File: src/rtl/spi_master.sv
// SPI mode-0 master: start/busy/done host handshake, registered spi_clk/cs_n/mosi,
// miso captured on spi_clk rising edges. Frame = SETUP, DATA_WIDTH clock periods, HOLD.
module spi_master #(
  parameter int DATA_WIDTH = 8,
  parameter int CLK_DIV    = 4,
  parameter int LSB_FIRST  = 1
) (
  input  logic                  clk,
  input  logic                  reset,
  input  logic                  start,
  input  logic [DATA_WIDTH-1:0] tx_data,
  output logic [DATA_WIDTH-1:0] rx_data,
  output logic                  busy,
  output logic                  done,
  output logic                  spi_clk,
  output logic                  mosi,
  input  logic                  miso,
  output logic                  cs_n
);

  localparam int DIV_W = $clog2(CLK_DIV) + 1;
  localparam int BIT_W = $clog2(DATA_WIDTH) + 1;
  localparam logic [DIV_W-1:0] DIV_LAST = DIV_W'(CLK_DIV - 1);
  localparam logic [BIT_W-1:0] BIT_LAST = BIT_W'(DATA_WIDTH - 1);
  localparam logic [BIT_W-1:0] BIT_ALL  = BIT_W'(DATA_WIDTH);

  typedef enum logic [1:0] {IDLE, SETUP, XFER, HOLD} state_e;

  state_e                state_q, state_d;
  logic [DIV_W-1:0]      div_q, div_d;
  logic [BIT_W-1:0]      bit_q, bit_d;
  logic [DATA_WIDTH-1:0] tx_sh_q, tx_sh_d;
  logic [DATA_WIDTH-1:0] rx_sh_q, rx_sh_d;
  logic [DATA_WIDTH-1:0] rx_data_q, rx_data_d;
  logic                  busy_q, busy_d;
  logic                  done_q, done_d;
  logic                  spi_clk_q, spi_clk_d;
  logic                  mosi_q, mosi_d;
  logic                  cs_n_q, cs_n_d;
  logic [DATA_WIDTH-1:0] tx_nxt;

  function automatic logic lead_bit(input logic [DATA_WIDTH-1:0] w);
    return (LSB_FIRST != 0) ? w[0] : w[DATA_WIDTH-1];
  endfunction

  function automatic logic [DATA_WIDTH-1:0] tx_adv(input logic [DATA_WIDTH-1:0] w);
    return (LSB_FIRST != 0) ? (w >> 1) : (w << 1);
  endfunction

  // Receive register fills in the same order bits leave the transmit register.
  function automatic logic [DATA_WIDTH-1:0] rx_ins(input logic [DATA_WIDTH-1:0] r, input logic b);
    return (LSB_FIRST != 0) ? {b, r[DATA_WIDTH-1:1]} : {r[DATA_WIDTH-2:0], b};
  endfunction

  always_comb begin
    state_d   = state_q;
    div_d     = div_q;
    bit_d     = bit_q;
    tx_sh_d   = tx_sh_q;
    rx_sh_d   = rx_sh_q;
    rx_data_d = rx_data_q;
    busy_d    = busy_q;
    done_d    = 1'b0;
    spi_clk_d = spi_clk_q;
    mosi_d    = mosi_q;
    cs_n_d    = cs_n_q;
    tx_nxt    = tx_adv(tx_sh_q);
    case (state_q)
      IDLE: begin
        if (start) begin
          state_d = SETUP;
          tx_sh_d = tx_data;
          mosi_d  = lead_bit(tx_data);
          cs_n_d  = 1'b0;
          busy_d  = 1'b1;
          div_d   = '0;
          bit_d   = '0;
        end
      end
      SETUP: begin
        if (div_q == DIV_LAST) begin
          state_d   = XFER;
          div_d     = '0;
          spi_clk_d = 1'b1;
          rx_sh_d   = rx_ins(rx_sh_q, miso);
        end else begin
          div_d = div_q + DIV_W'(1);
        end
      end
      XFER: begin
        if (div_q != DIV_LAST) begin
          div_d = div_q + DIV_W'(1);
        end else begin
          div_d = '0;
          if (spi_clk_q) begin
            spi_clk_d = 1'b0;
            bit_d     = bit_q + BIT_W'(1);
            if (bit_q != BIT_LAST) begin
              tx_sh_d = tx_nxt;
              mosi_d  = lead_bit(tx_nxt);
            end
          end else if (bit_q == BIT_ALL) begin
            // last low half-period has elapsed; cs_n stays low through HOLD
            state_d = HOLD;
          end else begin
            spi_clk_d = 1'b1;
            rx_sh_d   = rx_ins(rx_sh_q, miso);
          end
        end
      end
      HOLD: begin
        if (div_q == DIV_LAST) begin
          state_d   = IDLE;
          div_d     = '0;
          bit_d     = '0;
          cs_n_d    = 1'b1;
          busy_d    = 1'b0;
          done_d    = 1'b1;
          mosi_d    = 1'b0;
          rx_data_d = rx_sh_q;
        end else begin
          div_d = div_q + DIV_W'(1);
        end
      end
      default: state_d = IDLE;
    endcase
  end

  always_ff @(posedge clk) begin
    if (!reset) begin
      state_q   <= IDLE;
      div_q     <= '0;
      bit_q     <= '0;
      tx_sh_q   <= '0;
      rx_sh_q   <= '0;
      rx_data_q <= '0;
      busy_q    <= 1'b0;
      done_q    <= 1'b0;
      spi_clk_q <= 1'b0;
      mosi_q    <= 1'b0;
      cs_n_q    <= 1'b1;
    end else begin
      state_q   <= state_d;
      div_q     <= div_d;
      bit_q     <= bit_d;
      tx_sh_q   <= tx_sh_d;
      rx_sh_q   <= rx_sh_d;
      rx_data_q <= rx_data_d;
      busy_q    <= busy_d;
      done_q    <= done_d;
      spi_clk_q <= spi_clk_d;
      mosi_q    <= mosi_d;
      cs_n_q    <= cs_n_d;
    end
  end

  assign rx_data = rx_data_q;
  assign busy    = busy_q;
  assign done    = done_q;
  assign spi_clk = spi_clk_q;
  assign mosi    = mosi_q;
  assign cs_n    = cs_n_q;

endmodule

File: config.mk
export PLATFORM = sky130hd
export DESIGN_NAME = spi_master
export DESIGN_NICKNAME = d
export VERILOG_FILES = /design/src/rtl/spi_master.sv
export SDC_FILE = /design/constraint.sdc
export NUM_CORES = 1
export LEC_CHECK = 0
export ABC_AREA = 1
export CORE_AREA = 2 2 68 70
export DETAILED_ROUTE_END_ITERATION = 7
export DIE_AREA = 0 0 70 72
export PLACE_DENSITY = 0.65
export SYNTH_ARGS = -nofsm -noshare
export SYNTH_HDL_FRONTEND = slang
export SYNTH_SLANG_ARGS = --single-unit
File: constraint.sdc
create_clock -name clk -period 1.7 [get_ports clk]
set_input_delay 0.34 -clock clk [delete_from_list [all_inputs] [get_ports clk]]
set_output_delay 0.34 -clock clk [all_outputs]
set_load 0.01 [all_outputs]
==> results.md <==
- VDD IR-drop max: 0.675 mV
- Post-synthesis cell count: 259
- CTS tree: yes
- Critical Path AT: 1.23 ns
- Port Buffer Count: 24
- Hpwl dp: 2.81 mm
- Final ANT Viol Nets: 0
- Leakage: 0.000972 µW
- Vias in the first global route: 1597
- Hold Vio Cnt, Final: 0
- Max H-tree Level: 2
- Max-slew headroom: 77.6%
- Via count: 1684
- Wire length of the first global-routing pass: 6.84 mm
- Hold crit path type: flop to flop
- Worst Path Max Fanout: 4
- Final worst slack: 0.127 ns
- WP buf/inv: 1
- Routed length per instance: 11.2 µm
- Commonest register cell after synthesis: dfxtp_1
- Num rows: 24
- Pre-CTS setup slack: 0.0596 ns
- Clock-pin slew on the worst setup and hold paths: 0.07 ns
- Grt ovf: 0
- Worst-Margin Slew: 0.337 ns
- Tcrit/Tclk final: 92.5%
- Synth warn: 0
- Overall power: 3070 µW
- Skew-Pair Late Insertion Delay: 0.29 ns
- DRT Wirelength: 3.90 mm
- Post-CTS Setup Repair Bufs: 0
- Area grow syn2layout: 25.4%
- Clock sink total: 37
- Max Clk Rate: 0.636 GHz
- Num CTS Buffers: 5
- Max Clock Skew: 0.0127 ns
- GPL Wtd Cong: 0.801
- Fin nets: 318
- Final setup viols: 0
- CP peak stage delay: 0.57 ns
- Drt pass-1 iters: 4
- Tot GR Track Use: 16.5%
- Die width: 70 µm
- Crit path max-delay cell type: clkdlybuf4s50_1
- Antenna cell count: 0
- Final min period: 1.57 ns
- #FFs+latches synth: 37
- Yosys cell types: 28
- Starting Density: 43.4%
- IO Count: 25
- Crit-path cells: clkdlybuf4s50_1
- Async set-reset flop share out of synthesis: 0%
- Clock root cell: clkbuf_8
- Max Slew Vio Count: 0
- Worst Setup End Kind: output port
- Largest net degree at the start of global routing: 22
- Die area: 5040 µm²
- Post-Syn Nets: 281
- Antenna violations before repair: 0
- Max-Cap Viols: 0
- WP data required: 1.36 ns
- Outcome: finished, final reports clean
- Post-Syn Area: 1850 µm²
- Vias per inst: 4.84
- Crit-path leading delay family: buffers and inverters
- Initial DRC Count: 76
- Share of layout cells above drive strength 1: 13.2%
- Die Ht: 72 µm
- Cts-stage hold buffer count: 0
- Post-route setup TNS: 0 ns
- RSZ-0062 raised after global routing: false
- Clk buf depth: 2
- Setup Crit Path Kind: flop to output port
- PwrDens: 1320 nW/µm²
- Register area share after synthesis: 40.0%
- Core ar.: 4260 µm²
- Syn Area/Cell: 7.14 µm²
- EDFF count, synth: 0
- CP Launch Type: flop
- DRC: 0
-- what timing repair did --
| action | CTS | global route |
|---|---|---|
| hold endpoints to repair | 0 | 0 |
| resized for setup | 0 | 1 |
| endpoints found under the setup margin | 0 | 9 |
-- cells in the mapped netlist, types with 2 or more instances --
library cell | count | share of area, %
nand4_1 | 2 | 0.68
nand2_2 | 5 | 1.7
o21ai_0 | 3 | 0.81
nor2_2 | 3 | 1.0
ha_1 | 10 | 6.8
inv_1 | 22 | 4.5
inv_2 | 2 | 0.41
clkbuf_1 | 3 | 0.61
nand3_1 | 27 | 7.3
nand2_1 | 66 | 13
nor2_4 | 2 | 1.2
buf_2 | 2 | 0.54
nor2_1 | 34 | 6.9
a21boi_0 | 5 | 2.0
a21oi_2 | 2 | 0.95
a21oi_1 | 22 | 6.0
dfxtp_1 | 37 | 40
o21ai_1 | 2 | 0.54
-- cell type report --
| type | count | area, µm² |
|---|---|---|
| fillers | 418 | 1940 |
| multi-input cells | 189 | 976 |
| flip-flops and latches | 37 | 741 |
| repair buffers | 37 | 350 |
| inverters | 26 | 98.8 |
| clock buffers | 6 | 82.6 |
| well taps | 52 | 65.1 |
| clock inverters | 1 | 7.51 |
-- layout by cell type, fill, tap and decap left out, types with 3 or more instances in the layout --
master | synthesis | final
a21boi_0 | 5 | 5
dfxtp_1 | 37 | 37
clkbuf_8 | 0 | 6
nand2_1 | 66 | 66
clkdlybuf4s50_1 | 0 | 24
a21oi_1 | 22 | 22
ha_1 | 10 | 9
inv_1 | 22 | 22
nand3_1 | 27 | 27
nand2_2 | 5 | 5
o21ai_0 | 3 | 3
buf_4 | 0 | 12
nor2_2 | 3 | 3
nor2_1 | 34 | 34
-- stage by stage --
step	util [%]	instances	hold WS (ns)	instance area [µm²]
6_report	54.4	348	0.464	2320
5_1_grt	54.4	348	0.486	2320
4_1_cts	54.4	348	0.467	2320
3_5_place_dp	52.3	341	0.457	2230
3_3_place_gp	52.3	341	0.452	2230
2_1_floorplan	-	259	0.440	1850
-- worst paths after layout --
| kind | cells past startpoint | end | slack (ns) | startpoint |
|---|---|---|---|---|
| max | 1 | spi_clk | 0.13 | spi_clk$_SDFFE_PN0P_ |
| min | 2 | rx_data[5]$_SDFFE_PN0P_ | 0.46 | rx_data[5]$_SDFFE_PN0P_ |
| max reg2reg | 8 | rx_sh_q[5]$_SDFFE_PN0P_ | 0.20 | state_q[0]$_SDFFE_PN0P_ |
| min reg2reg | 2 | rx_data[5]$_SDFFE_PN0P_ | 0.46 | rx_data[5]$_SDFFE_PN0P_ |
-- per-layer routing --
layer,global-route usage [%],up-vias,wire length (µm)
met5,0,-,0
met4,5.56,0,46
met3,4.17,5,154
met2,25.9,26,1720
met1,22.3,758,1980
li1,-,895,-
-- sequential cells by signal (all words and copies together) (netlist names) --
signal   count
done         1
state_q      2
spi_clk      1
busy         1
rx_data      8
div_q        3
bit_q        4
rx_sh_q      8
mosi         1
cs_n         1
tx_sh_q      7
-- power breakdown --
group / internal, µW / switching (µW) / total, µW
registers: 1000 / 77.0 / 1080
logic: 551 / 805 / 1360
clock network: 321 / 317 / 638
-- kinds of logic after synthesis --
logic type	synth area share [%]
buffers and inverters	7.37
AO/OA/AOI/OAI	11.6
AND/OR/NAND/NOR	34.3
adder cells (fa/ha/maj)	6.76
flip-flops	40.0
No activity file was read; power rests on OpenSTA's default activity.
